$ cat src/rtl/dds_cfg_pkg.sv
// Shared types and default widths for the DDS configuration write scheduler.
package dds_cfg_pkg;

    localparam int unsigned AddrWidthDefault = 8;
    localparam int unsigned CfgWidthDefault  = 9;

    typedef enum logic [1:0] {
        StIdle,
        StWrite,
        StSettle,
        StAck
    } state_e;

endpackage

$ cat src/rtl/rr_arbiter.sv
// Combinational round-robin arbiter: first asserted request at or after ptr, wrapping.
module rr_arbiter #(
    parameter int unsigned NUM_REQ = 4,
    localparam int unsigned IdW = (NUM_REQ > 1) ? $clog2(NUM_REQ) : 1
) (
    input  logic [NUM_REQ-1:0] req,
    input  logic [IdW-1:0]     ptr,
    output logic [IdW-1:0]     winner,
    output logic               any_req
);

    int unsigned    sum;
    logic [IdW-1:0] idx;

    always_comb begin
        winner  = '0;
        any_req = 1'b0;
        sum     = 0;
        idx     = '0;
        for (int unsigned i = 0; i < NUM_REQ; i++) begin
            sum = 32'(ptr) + i;
            if (sum >= NUM_REQ) begin
                sum = sum - NUM_REQ;
            end
            idx = IdW'(sum);
            if (!any_req && req[idx]) begin
                winner  = idx;
                any_req = 1'b1;
            end
        end
    end

endmodule

$ cat src/rtl/dds_cfg_sched.sv
// Arbitrates requester config writes onto a single DDS config port with post-write settle time.
// Optional DDS_CFG_DEDUP_EN: per-requester shadows turn repeated identical writes into a bare ack.
module dds_cfg_sched
    import dds_cfg_pkg::*;
#(
    parameter int unsigned NUM_REQ       = 4,
    parameter int unsigned ADDR_WIDTH    = AddrWidthDefault,
    parameter int unsigned CFG_WIDTH     = CfgWidthDefault,
    parameter int unsigned SETTLE_CYCLES = 4
) (
    input  logic                                            clk,
    input  logic                                            reset,
    input  logic [NUM_REQ-1:0]                              req_valid,
    input  logic [NUM_REQ*ADDR_WIDTH-1:0]                   req_addr,
    input  logic [NUM_REQ*CFG_WIDTH-1:0]                    req_data,
    output logic [NUM_REQ-1:0]                              req_ready,
    output logic                                            dds_wr,
    output logic [ADDR_WIDTH-1:0]                           dds_waddr,
    output logic [CFG_WIDTH-1:0]                            dds_wdata,
    output logic [((NUM_REQ > 1) ? $clog2(NUM_REQ) : 1)-1:0] grant_id,
    output logic                                            busy
);

    localparam int unsigned IdW        = (NUM_REQ > 1) ? $clog2(NUM_REQ) : 1;
    localparam int unsigned SettleLast = (SETTLE_CYCLES > 0) ? SETTLE_CYCLES - 1 : 0;
    localparam int unsigned CntW       = (SettleLast > 0) ? $clog2(SettleLast + 1) : 1;

    state_e               state_q;
    logic [CntW-1:0]      settle_cnt;
    logic [IdW-1:0]       rr_ptr;
    logic [IdW-1:0]       winner;
    logic [IdW-1:0]       next_ptr;
    logic                 any_req;
    logic                 dup;
    logic [NUM_REQ-1:0]   grant_oh;
    logic [ADDR_WIDTH-1:0] addr_arr [NUM_REQ];
    logic [CFG_WIDTH-1:0]  data_arr [NUM_REQ];
    logic [ADDR_WIDTH-1:0] win_addr;
    logic [CFG_WIDTH-1:0]  win_data;

    rr_arbiter #(
        .NUM_REQ (NUM_REQ)
    ) u_arb (
        .req     (req_valid),
        .ptr     (rr_ptr),
        .winner  (winner),
        .any_req (any_req)
    );

    always_comb begin
        for (int unsigned i = 0; i < NUM_REQ; i++) begin
            addr_arr[i] = req_addr[i*ADDR_WIDTH +: ADDR_WIDTH];
            data_arr[i] = req_data[i*CFG_WIDTH +: CFG_WIDTH];
            grant_oh[i] = (winner == IdW'(i));
        end
    end

    assign win_addr = addr_arr[winner];
    assign win_data = data_arr[winner];
    assign next_ptr = (grant_id == IdW'(NUM_REQ - 1)) ? '0 : grant_id + 1'b1;

`ifdef DDS_CFG_DEDUP_EN
    logic [ADDR_WIDTH-1:0] sh_addr [NUM_REQ];
    logic [CFG_WIDTH-1:0]  sh_data [NUM_REQ];
    logic [NUM_REQ-1:0]    sh_valid;

    // Shadow captures what actually reached the DDS, so it loads only from WRITE.
    always_ff @(posedge clk) begin
        if (reset) begin
            sh_valid <= '0;
        end else if (state_q == StWrite) begin
            sh_valid[grant_id] <= 1'b1;
            sh_addr[grant_id]  <= dds_waddr;
            sh_data[grant_id]  <= dds_wdata;
        end
    end

    assign dup = sh_valid[winner] && (sh_addr[winner] == win_addr) &&
                 (sh_data[winner] == win_data);
`else
    assign dup = 1'b0;
`endif

    always_ff @(posedge clk) begin
        if (reset) begin
            state_q    <= StIdle;
            settle_cnt <= '0;
            rr_ptr     <= '0;
            dds_wr     <= 1'b0;
            dds_waddr  <= '0;
            dds_wdata  <= '0;
            req_ready  <= '0;
            grant_id   <= '0;
            busy       <= 1'b0;
        end else begin
            dds_wr    <= 1'b0;
            req_ready <= '0;
            unique case (state_q)
                StIdle: begin
                    if (any_req) begin
                        grant_id  <= winner;
                        req_ready <= grant_oh;
                        busy      <= 1'b1;
                        if (dup) begin
                            state_q <= StAck;
                        end else begin
                            state_q   <= StWrite;
                            dds_wr    <= 1'b1;
                            dds_waddr <= win_addr;
                            dds_wdata <= win_data;
                        end
                    end
                end
                StWrite: begin
                    rr_ptr <= next_ptr;
                    if (SETTLE_CYCLES > 0) begin
                        state_q    <= StSettle;
                        settle_cnt <= CntW'(SettleLast);
                    end else begin
                        state_q <= StIdle;
                        busy    <= 1'b0;
                    end
                end
                StSettle: begin
                    if (settle_cnt == '0) begin
                        state_q <= StIdle;
                        busy    <= 1'b0;
                    end else begin
                        settle_cnt <= settle_cnt - 1'b1;
                    end
                end
                StAck: begin
                    rr_ptr  <= next_ptr;
                    state_q <= StIdle;
                    busy    <= 1'b0;
                end
                default: begin
                    state_q <= StIdle;
                    busy    <= 1'b0;
                end
            endcase
        end
    end

endmodule

$ cat config.mk
export PLATFORM = sky130hd
export DESIGN_NAME = dds_cfg_sched
export DESIGN_NICKNAME = d
export VERILOG_FILES = /design/src/rtl/dds_cfg_pkg.sv /design/src/rtl/rr_arbiter.sv /design/src/rtl/dds_cfg_sched.sv
export SDC_FILE = /design/constraint.sdc
export NUM_CORES = 1
export LEC_CHECK = 0
export ABC_AREA = 1
export CAP_MARGIN = 20
export CORE_UTILIZATION = 35
export DETAILED_ROUTE_END_ITERATION = 10
export PLACE_DENSITY = 0.79
export RECOVER_POWER = 25
export SLEW_MARGIN = 10
export SYNTH_ARGS = -nofsm -noshare
export SYNTH_HDL_FRONTEND = slang
export SYNTH_HIERARCHICAL = 1
export SYNTH_SLANG_ARGS = --single-unit
$ cat constraint.sdc
create_clock -name clk -period 3.4 [get_ports clk]
set_input_delay 0.51 -clock clk [delete_from_list [all_inputs] [get_ports clk]]
set_output_delay 0.51 -clock clk [all_outputs]
set_load 0.01 [all_outputs]
==> impl_metrics.yaml <==
worst_setup_path:
  critPathArrivalTime_ns: 2.64
  cp-end-kind: "flip-flop"
  r2r-start: "rr_ptr[0]"
  cp-startpoint: "rr_ptr[0]"
  cp_num_cells: 14
  path_delay_family: "simple AND/OR/NAND/NOR gates"
  crit_chain: "inv_2, nand2_1, nand2_2, nand2_2, nand2_2, nor2_4, nand4_1, nand3_1, buf_4, inv_2, nand3_1, nand3_1, nor2_1, nor2_1"
  crit_fanout: 22
  r2r_slack_ns: 0.93
  crit_buf_inv: 3
  start_kind: "flip-flop"
  critPathSlowestCell: "dfxtp_1"
  path_class: "flip-flop to flip-flop"
  max_stage_delay_ns: 0.64
  worstPathRequired_ns: 3.58
  endpoint: "dds_wdata[1]"
  r2r_cells: 14
  r2r-end: "dds_wdata[1]"
routing:
  wl_um: 6040
  drtPass1Iterations: 4
  drc: 0
  drtIter0Drc: 79
  routed_via_density: 4.74
  ant_nets: 0
  routedWlPerCell_um: 11.9
  vias: 2398
global_routing:
  grt_pass1_wl_um: 9770
  grt_start_max_net_pins: 25
  gr-usage-all-layers_pct: 19.5
  grt-ovfl-total: 0
  antenna_found_initial: 0
  grt_pass1_vias: 2193
timing:
  final_hold_viol_count: 0
  rsz0062_at_grt: "false"
  fin_setup_tns_ns: 0
  min_period_ns: 2.47
  slew_violations: 0
  post-route-period-util_pct: 72.5
  skew_ns: 0.00318
  worstMarginPinSlew_ns: 0.737
  slew_headroom_pct: 50.8
  fmax_mhz: 406
  setup_viol: 0
  fin_ws_ns: 0.934
layout:
  drive_above_1_share_pct: 8.76
  finalNonFillerCells: 506
  n_antenna_cell: 0
  seq_area_um2: 621
  area_growth_pct: 48.3
  fin_nets: 510
  multiInputGateArea_mm2: 0.00119
  design_area_mm2: 0.00315
  fillers: 550
hold_path:
  worstHoldPathType: "flip-flop to flip-flop"
logic_synthesis:
  synth_top_cell_by_area: "dfxtp_1"
  ys_top_cells_by_area: "dfxtp_1 (29%), nand3_1 (17%), nand2_1 (16%)"
  synth_top_area_share_pct: 29.2
  synth_edf_count: 0
  avgSynthCellArea_um2: 6.22
  ys_ff_latch: 31
  yosysMostFrequentCell: "nand2_1"
  synth-async-reset-ratio_pct: 0
  ys_top_cells_by_count: "nand2_1 (93), nand3_1 (72), nor2_1 (49)"
  synthCells: 341
  yosys_warnings: 6
  yosysUniqueCellTypes: 23
  synth_nets: 417
  ys_seq_area_share_pct: 29.2
  ys.flop_type: "dfxtp_1"
  syn-cell-area_mm2: 0.00212
clock_network:
  cts_buffers: 5
  clk_pin_slew_worst_paths_ns: 0.06
  cts_hold_buf: 0
  cts_tree: "built"
  clock_sinks: 31
  cts_buffer_depth: 2
  htree_levels: 2
  cts_resized: 0
  post_cts_buffers: 0
  clock_latency_ns: 0.29
  cts-root-buf: "clkbuf_8"
floorplanning:
  initial_utilization_pct: 37.4
  rows: 27
  die_area_mm2: 0.00638
  die_w_um: 79.9
  pin_count: 99
  die_h_um: 79.9
  coreArea_mm2: 0.00568
flow_run:
  cap_violations: 0
place:
  dp_slack_ns: 0.764
  portBuffers: 98
  dp.cells: 499
  gp_congestion: 0.827
  dp_hpwl_um: 4620
  placed_cell_area_mm2: 0.00306
run_status:
  outcome: "completed"
power:
  p_leak_uw: 0.00148
  ir_drop_v: 0.000407
  power.switching_uw: 1360
  power_density_mw_per_mm2: 870
  p_int_uw: 1380
  pwr-share-clk_pct: 10.7
  p_sw_share_pct: 49.7
  pwr-share-seq_pct: 21.5
  pwr-share-comb_pct: 67.8
-- power groups by stage --
stage / registers (µW) / clock network [µW] / logic, µW
global route: 604 / 320 / 2100
CTS: 592 / 298 / 1880
global placement: 595 / 0 / 1840
floorplan: 629 / 0 / 1460
detailed placement: 599 / 0 / 1870
finish: 588 / 294 / 1860
-- layer usage --
metal	GRT usage (%)	vias up	part of all wire (%)
li1	-	1258	-
met1	22.7	1039	43
met2	34.2	86	48
met3	4.46	15	6.4
met4	7.68	0	2.7
met5	0	-	0
-- worst min-delay path by stage --
stage                     slack (ns)          start  cells past startpoint             to
after floorplan                 0.44  settle_cnt[0]                      2  settle_cnt[0]
after global placement          0.46  settle_cnt[0]                      2  settle_cnt[0]
after detailed placement        0.47  settle_cnt[0]                      2  settle_cnt[0]
after CTS                       0.49  settle_cnt[0]                      2  settle_cnt[0]
after global routing            0.50  settle_cnt[0]                      2  settle_cnt[0]
final                           0.48  settle_cnt[0]                      2  settle_cnt[0]
-- area by class of cell --
class                           instances  share of cell area [%]
Multi-Input combinational cell        255                    37.7
Sequential cell                        31                    19.7
Clock buffer                            6                    2.62
Inverter                               38                    4.53
Tap cell                               72                    2.86
Timing Repair Buffer                  103                    32.4
Clock inverter                          1                   0.159
-- kinds of logic after synthesis --
family | synth area share [%]
AOI/OAI and AO/OA | 2.59
DFF | 29.2
adders and majority gates | 1.18
and+or+nand+nor | 52.2
buffers and inverters | 14.8
-- sequential cells by signal, summed over array words and instances (netlist names) --
name / flops
busy: 1
dds_waddr: 8
dds_wdata: 9
dds_wr: 1
grant_id: 2
req_ready: 4
rr_ptr: 2
settle_cnt: 2
state_q: 2
-- metrics by stage --
step	utilization, %	power (µW)	hold slack (ns)
6_report	55.4	2740	0.478
5_1_grt	55.4	3030	0.503
4_1_cts	55.4	2770	0.488
3_5_place_dp	53.9	2470	0.473
3_3_place_gp	53.9	2440	0.456
2_1_floorplan	-	2090	0.440
-- worst min-delay path, stage by stage, from the launching register on --
cell     delay [ns]
dfxtp_1        0.32
nor2_1         0.05
nor2_1         0.07
-- placed cells by master (no fill, tap or decap), types with 2 or more instances in the layout --
cell             netlist  layout
a21oi_1                3       3
ha_1                   2       2
nor3_1                 5       5
clkbuf_8               0       6
inv_2                  5       5
nand3_1               72      72
nand3_2                5       5
dlygate4sd3_1          0      12
inv_1                 33      33
nor2_1                49      49
nand2_1               93      93
dfxtp_1               31      31
clkdlybuf4s50_1        0      86
buf_4                  3       5
nand2_4                3       3
nor2_4                 2       2
o21ai_0                7       7
nand2_2               10      10
Note: power is estimated with default switching activity, not from simulation.
